$ cat config.mk
export PLATFORM = sky130hd
export DESIGN_NAME = uart_tx_arbiter
export DESIGN_NICKNAME = d
export VERILOG_FILES = /design/src/rtl/uart_pkg.sv /design/src/rtl/rr_picker.sv /design/src/rtl/uart_tx_arbiter.sv
export SDC_FILE = /design/constraint.sdc
export NUM_CORES = 1
export LEC_CHECK = 0
export ABC_AREA = 1
export CAP_MARGIN = 25
export CORE_MARGIN = 2
export CORE_UTILIZATION = 24
export CTS_CLUSTER_DIAMETER = 100
export DETAILED_ROUTE_END_ITERATION = 8
export PLACE_DENSITY = 0.52
export RECOVER_POWER = 50
export REMOVE_ABC_BUFFERS = 1
export SYNTH_ARGS = -nofsm -noshare
export SYNTH_HDL_FRONTEND = slang
export SYNTH_SLANG_ARGS = --single-unit
$ cat constraint.sdc
create_clock -name clk -period 1.7 [get_ports clk]
set_input_delay 0.51 -clock clk [delete_from_list [all_inputs] [get_ports clk]]
set_output_delay 0.51 -clock clk [all_outputs]
set_load 0.03 [all_outputs]
$ cat src/rtl/uart_pkg.sv
// rtl/uart_pkg.sv - shared types for the UART transmit arbiter
package uart_pkg;

  // Arbiter states: IDLE picks an owner, LOCK streams that owner's packet.
  typedef enum logic {
    IDLE = 1'b0,
    LOCK = 1'b1
  } arb_state_t;

endpackage

$ cat src/rtl/rr_picker.sv
// rtl/rr_picker.sv - rotating-priority search starting just after last_grant
module rr_picker #(
  parameter int NREQ = 4,
  parameter int IW   = $clog2(NREQ)
) (
  input  logic [NREQ-1:0] req,
  input  logic [IW-1:0]   last_grant,
  output logic            found,
  output logic [IW-1:0]   index
);

  // Requester index 'off' positions above base, wrapping at NREQ.
  function automatic logic [IW-1:0] wrap_idx(input logic [IW-1:0] base, input int off);
    int sum;
    sum = int'(base) + off;
    return IW'(sum % NREQ);
  endfunction

  // Walk offsets 1..NREQ; the nearest requester after last_grant wins, so
  // the previous owner is considered last.
  always_comb begin
    found = 1'b0;
    index = '0;
    for (int off = 1; off <= NREQ; off++) begin
      if (!found && req[wrap_idx(last_grant, off)]) begin
        found = 1'b1;
        index = wrap_idx(last_grant, off);
      end
    end
  end

endmodule

$ cat src/rtl/uart_tx_arbiter.sv
// rtl/uart_tx_arbiter.sv - packet-locked round-robin arbiter feeding a UART TX FIFO
module uart_tx_arbiter
  import uart_pkg::*;
#(
  parameter int NREQ   = 4,
  parameter int DWIDTH = 8,
  parameter int MAXLEN = 64
) (
  input  logic                      clk,
  input  logic                      rst,
  input  logic [NREQ-1:0]           req_valid,
  input  logic [NREQ*DWIDTH-1:0]    req_data,
  input  logic [NREQ-1:0]           req_last,
  output logic [NREQ-1:0]           req_ready,
  output logic [DWIDTH-1:0]         tx_data,
  output logic                      tx_wen,
  input  logic                      tx_full,
  output logic [$clog2(NREQ)-1:0]   grant_id,
  output logic                      busy,
  output logic                      trunc_err
);

  localparam int IW = $clog2(NREQ);
  localparam int CW = $clog2(MAXLEN + 1);
  localparam logic [CW-1:0] LAST_CNT = CW'(MAXLEN - 1);

  arb_state_t      state;
  logic [IW-1:0]   last_grant;
  logic [CW-1:0]   byte_cnt;
  logic            pick_found;
  logic [IW-1:0]   pick_idx;
  logic            owner_valid;
  logic            owner_last;

  rr_picker #(
    .NREQ (NREQ),
    .IW   (IW)
  ) u_picker (
    .req        (req_valid),
    .last_grant (last_grant),
    .found      (pick_found),
    .index      (pick_idx)
  );

  assign owner_valid = req_valid[grant_id];
  assign owner_last  = req_last[grant_id];
  assign tx_data     = req_data[int'(grant_id) * DWIDTH +: DWIDTH];

  // A byte moves only while locked, the owner has data and the FIFO has room;
  // rst masks the strobe so an abandoned packet leaks nothing in the reset cycle.
  assign tx_wen = (state == LOCK) && owner_valid && !tx_full && !rst;

  assign busy = (state == LOCK);

  // Only the owner sees ready, and only when the FIFO can take a byte.
  always_comb begin
    req_ready = '0;
    if ((state == LOCK) && !tx_full && !rst) begin
      req_ready[grant_id] = 1'b1;
    end
  end

  // Arbitration FSM: lock an owner, count its bytes, release on last or at MAXLEN.
  always_ff @(posedge clk) begin
    if (rst) begin
      state      <= IDLE;
      grant_id   <= '0;
      last_grant <= IW'(NREQ - 1);
      byte_cnt   <= '0;
      trunc_err  <= 1'b0;
    end else begin
      trunc_err <= 1'b0;
      case (state)
        IDLE: begin
          if (pick_found) begin
            grant_id <= pick_idx;
            byte_cnt <= '0;
            state    <= LOCK;
          end
        end
        LOCK: begin
          if (tx_wen) begin
            byte_cnt <= byte_cnt + 1'b1;
            if (owner_last) begin
              state      <= IDLE;
              last_grant <= grant_id;
            end else if (byte_cnt == LAST_CNT) begin
              // Forced release; the owner keeps its remaining bytes and
              // competes again from the next IDLE cycle.
              state      <= IDLE;
              last_grant <= grant_id;
              trunc_err  <= 1'b1;
            end
          end
        end
        default: state <= IDLE;
      endcase
    end
  end

endmodule

# After elaboration in Yosys (flattened, before gate mapping)
# Cells that the tools add are included.
# word_totals
out_inout_bits	17
input_bits	43
wordCells	75
regBits	13
# classes
reduce_logical	19
n_mux	34
n_lt_le_gt_ge	6
n_bitwise	2
add_sub_neg	5
eq_ne	3
shifts	1
# ops
op	n
32-bit by 6-bit indexed part select with 8-bit output	1
1-bit two-way mux	16
2-bit by 3-bit < comparator with 1-bit output, second input constant	5
7-bit two-way mux	2
7-bit one-hot mux with 2 select lines	1
1-bit binary-select mux with 2-bit select	6
2-bit two-way mux	6
1-bit logical AND	9
7-bit by 1-bit adder with 7-bit output, second input constant	1
7-bit by 6-bit == test with 1-bit output, second input constant	1
1-bit zero test	5
2-bit by 1-bit adder with 2-bit output, second input constant	2
2-bit adder, second input constant	2
4-bit two-way mux	1
2-bit inequality test, second input constant	2
2-bit AND reduction	2
4-bit OR reduction	1
3-bit AND reduction	1
1-bit demux with 2-bit select	1
2-bit by 1-bit >= comparator with 1-bit output, second input constant	1
1-bit inverter	2
1-bit one-hot mux with 2 select lines	1
2-bit nonzero test	1

# Depth between registers and ports, before layout
# logic_depth
ltp_word	15
ltp_mapped	11
ltp_nobuf	11

# Cells and area by module
# Synthesis repeated with hierarchy kept, for this count alone.
# unflattened
cells_unflattened	210
area_unflattened_um2	1292.5
# modules_own_cells
module	cells_each	instances	area_each_um2
uart_tx_arbiter	161	1	1002.2
rr_picker	49	1	290.3

# Least setup slack after synthesis
# Ideal clock, no wire load.
# synth_path
kind	reg2out
from	register state (netlist: busy)
to	output req_ready[0]
t_arrival_ns	1.430
path_buffers	0
slack_ns	-0.240
stages_incl_launch_ff	5
required_time_ns	1.190
path_cell_list	dfxtp_1 -> inv_1 -> nor3_1 -> inv_1 -> nor2_1
# synth_between
elab_chain_cells	3
# synth_lines
element	line_no	rtl
from (decl)	uart_tx_arbiter.sv:27	arb_state_t state;
from (signal assigned)	uart_tx_arbiter.sv:66	state <= IDLE;
from (signal assigned)	uart_tx_arbiter.sv:78	state <= LOCK;
from (signal assigned)	uart_tx_arbiter.sv:85	state <= IDLE;
1-bit logical AND (2 in a row)	uart_tx_arbiter.sv:58	if ((state == LOCK) && !tx_full && !rst) begin
4-bit two-way mux	uart_tx_arbiter.sv:58	
to (decl)	uart_tx_arbiter.sv:14	output logic [NREQ-1:0] req_ready,
# Every way passes these cells.

# Final worst setup path
# layout_path
from	register grant_id[1]
to	output tx_wen
# layout_between
elab_chain_cells	5
# layout_lines
element	line_no	rtl
from (decl)	uart_tx_arbiter.sv:18	output logic [$clog2(NREQ)-1:0] grant_id,
from (signal assigned)	uart_tx_arbiter.sv:76	grant_id <= pick_idx;
1-bit binary-select mux with 2-bit select	uart_tx_arbiter.sv:45	assign owner_valid = req_valid[grant_id];
1-bit two-way mux (implied by the code)	uart_tx_arbiter.sv:45	
1-bit logical AND (3 in a row)	uart_tx_arbiter.sv:51	assign tx_wen = (state == LOCK) && owner_valid && !tx_full && !rst;
to (decl)	uart_tx_arbiter.sv:16	output logic tx_wen,
# Every way passes these cells. The select of a mux whose other input is x is not followed.

==> key figures <==
Yosys
  • Top FF cell, synth: dfxtp_1
  • Post-synth cell types: 29
  • Post-synthesis sequential area ratio: 22.9%
  • Post-Syn Instances: 182
  • Syn Area/Cell: approximately 6.3 µm²
  • Most frequent cell after synthesis: nand2_1
  • Most instantiated cells after synthesis: 56 x nand2_1, 19 x inv_1, 18 x nand3_1
  • Async SR Flop Fraction: 0%
  • Seq cells post-synth: 13
  • Post-synth top area share: around 23%
  • Yosys warns: 0
  • Post-synth EDFFs: 0
  • Area leader, netlist: dfxtp_1
  • Area contributors post-synth: dfxtp_1 23%, nand2_1 18%, nand3_1 7.9%, a22oi_1 7.3%, inv_1 6.3%
  • Syn Std Cell Area: 1140 µm²

Clock network
  • CTS tree: yes
  • Htree depth: 1
  • CTS Root Cell: clkbuf_8
  • Max Root-Sink Buffers: 2
  • Number of hold buffers added after cts: 0
  • Clk sinks: 13
  • Clock slew at reported path FFs: 0.06 ns
  • CTS Buf Count: 3
  • Worst skew pair latency: between 0.2 and 0.3 ns

Setup path
  • Crit path largest cell delay: approximately 0.35 ns
  • Crit path launch: grant_id[1]
  • Slowest stage cell, crit path: dfxtp_2
  • Critical Path Stages: 7
  • Crit path to: tx_wen
  • CP Max Fanout: 5
  • Top delay family on crit path: flip-flops
  • CP Data Arrival Time: between 1 and 1.5 ns
  • Worst setup path class: flip-flop to primary output
  • FF-to-FF Start: grant_id[1]
  • FF-to-FF End: byte_cnt[4]
  • Reg2Reg Setup Slack: 0.13 ns
  • Cell chain of the critical path: buf_6 -> nor2_4 -> inv_2 -> o22ai_4 -> nor2_4 -> nor2_8 -> buf_6
  • Req. time, crit path: 1.19 ns
  • Worst r2r path cells: 11
  • CP Buf/Inv Count: 3
  • CP Capture Type: primary output
  • Nature of the critical path startpoint: flip-flop

Run
  • Number of max-cap violations: 0

Final layout
  • Nets: about 310
  • Multi-input gate area: 851 µm²
  • FILL cells: 511
  • Post-Layout Inst Area: between 2000 and 2500 µm²
  • Non-Filler Instances: 323
  • Ant diodes: 0
  • Fin util: 45.3%
  • Synth-to-layout area growth: 85.5%
  • Layout cells sized above 1: 32.7%
  • Register area: about 270 µm²

Drt
  • Drt wl/cell: 11.9 µm
  • Via count: between 1,000 and 1,500
  • DRT iter0 DRCs: between 70 and 80
  • DRT Pass-1 Iters: 4
  • Number of vias per cell: between 4 and 5
  • Remaining DRCs: 0
  • Final WL: about 3.8 mm
  • ANT nets after route: 0

Outcome
  • Status: complete, but fails checks
  • Failing checks: negative setup slack

Die
  • Starting density of the core: about 24%
  • Io pins: 60
  • Row cnt: 25
  • Core Region: roughly 4700 µm²
  • Die X: 72.9 µm
  • Die span in y: 72.9 µm
  • Die footprint: 5310 µm²

Power
  • P_leak: between 0.9 and 1 nW
  • VDD IR max: 373 µV
  • Pwr Total: about 1.2 mW
  • Power per cell area: approximately 600 nW/µm²

Timing
  • Final Worst Setup Slack: -0.188 ns
  • Setup TNS: -1.54 ns
  • Slew margin rel.: 78.3%
  • Final Setup Violations: 13
  • Final min period: approximately 1.9 ns
  • Fin Hold WS: 0.468 ns
  • RSZ-0062 raised after global routing: true
  • Worst Skew: approximately 0.0032 ns
  • Pins over their slew limit: 0
  • Tcrit/Tclk final: 111%
  • Worst-Margin Slew: between 0.3 and 0.4 ns
  • Fmax: 530 MHz
  • Final hold violations: 0

GRT
  • Number of global-route vias before repair: 1,245
  • Initial antenna violation count: 0
  • Overflow after GRT: 0
  • Largest net degree at the start of global routing: 11
  • GRT Total Usage: 13.8%
  • First-pass GRT wire length: approximately 5.8 mm

Placement
  • Area after DPL: a little under 2000 µm²
  • Post-place setup slack: -0.455 ns
  • Port Buf Inserts: slightly below 60
  • Post-detail-place hpwl: 2.95 mm
  • Placed insts: approximately 320
  • Gpl congestion: approximately 0.86

Worst hold path
  • Worst min path class: flip-flop to flip-flop
  • Hold_sp: byte_cnt[0]
cell type report:
class                      count  share of cell area, %
clock buffer                   3                   1.95
sequential                    13                   12.7
multi-input combinational    145                   40.3
clock inverter                 1                  0.237
tap                           54                   3.20
inverter                      23                   4.27
timing repair buffer          84                   37.3
report_power, final:
part | internal (mW) | switching [mW] | leakage, nW
sequential | 0.316 | 0.0134 | 0.107
combinational | 0.308 | 0.324 | 0.829
clock | 0.162 | 0.124 | 0.0255
total | 0.787 | 0.461 | 0.962
per-layer routing:
metal	track usage (%)	wire length, µm	vias up
met3	2.07	152	5
met2	22.6	1870	27
met4	4.73	41	0
li1	-	-	782
met1	18.5	1780	648
met5	0	0	-
cell families after synthesis:
family          count (synthesis)  share of synthesized area (%)
flops                          13                           22.9
compound gates                 34                           19.9
xor+xnor                        4                           3.08
fa+ha+maj                       1                           1.10
simple gates                  105                           44.5
buf+inv                        25                           8.57
cells in the final DEF (no fill, tap or decap), types with 2 or more instances in the layout:
| cell type | count |
|---|---|
| a21oi_2 | 2 |
| inv_1 | 11 |
| nand2_2 | 8 |
| a21oi_1 | 10 |
| clkbuf_8 | 3 |
| o21ai_1 | 2 |
| buf_6 | 14 |
| dfxtp_2 | 4 |
| a22oi_1 | 7 |
| clkdlybuf4s50_1 | 32 |
| nor2_1 | 10 |
| nand3_1 | 18 |
| nand2_4 | 2 |
| dlygate4sd2_1 | 10 |
| o21ai_0 | 5 |
| inv_2 | 9 |
| o22ai_4 | 2 |
| nand4_1 | 3 |
| a22oi_2 | 4 |
| dfxtp_1 | 8 |
| nor2_2 | 2 |
| xor2_1 | 3 |
| clkinv_2 | 2 |
| nand2_1 | 54 |
| buf_4 | 25 |
| nor2_4 | 3 |
registers in the layout, summed over array words and instances, names as in the netlist:
| name | flops |
|---|---|
| grant_id | 2 |
| byte_cnt | 7 |
| last_grant | 2 |
| trunc_err | 1 |
| busy | 1 |
what timing repair did:
action / in CTS / in global routing
cloned: 0 / 1
resized for setup: 48 / 11
endpoints found under the setup margin: 27 / 22
buffers inserted: 1 / 1
pin swaps: 7 / 3
how the worst min path moves through the flow:
| stage | to | cells past startpoint | slack [ns] |
|---|---|---|---|
| floorplan | byte_cnt[1] | 2 | 0.47 |
| global placement | byte_cnt[1] | 2 | 0.50 |
| detailed placement | byte_cnt[1] | 2 | 0.50 |
| CTS | byte_cnt[1] | 2 | 0.51 |
| global route | byte_cnt[0] | 1 | 0.49 |
| finish | byte_cnt[0] | 1 | 0.47 |
worst reg2reg max path, cell delays in order, from the launching register on:
cell and delay [ns]:
dfxtp_2 0.35, buf_6 0.12, nor2_4 0.16, inv_2 0.07, o22ai_4 0.12, nor2_4 0.08
nor2_8 0.09, buf_4 0.14, inv_2 0.09, nand2_4 0.11, nand2_1 0.07, a21oi_2 0.11
(Power assumes the default switching activity.)
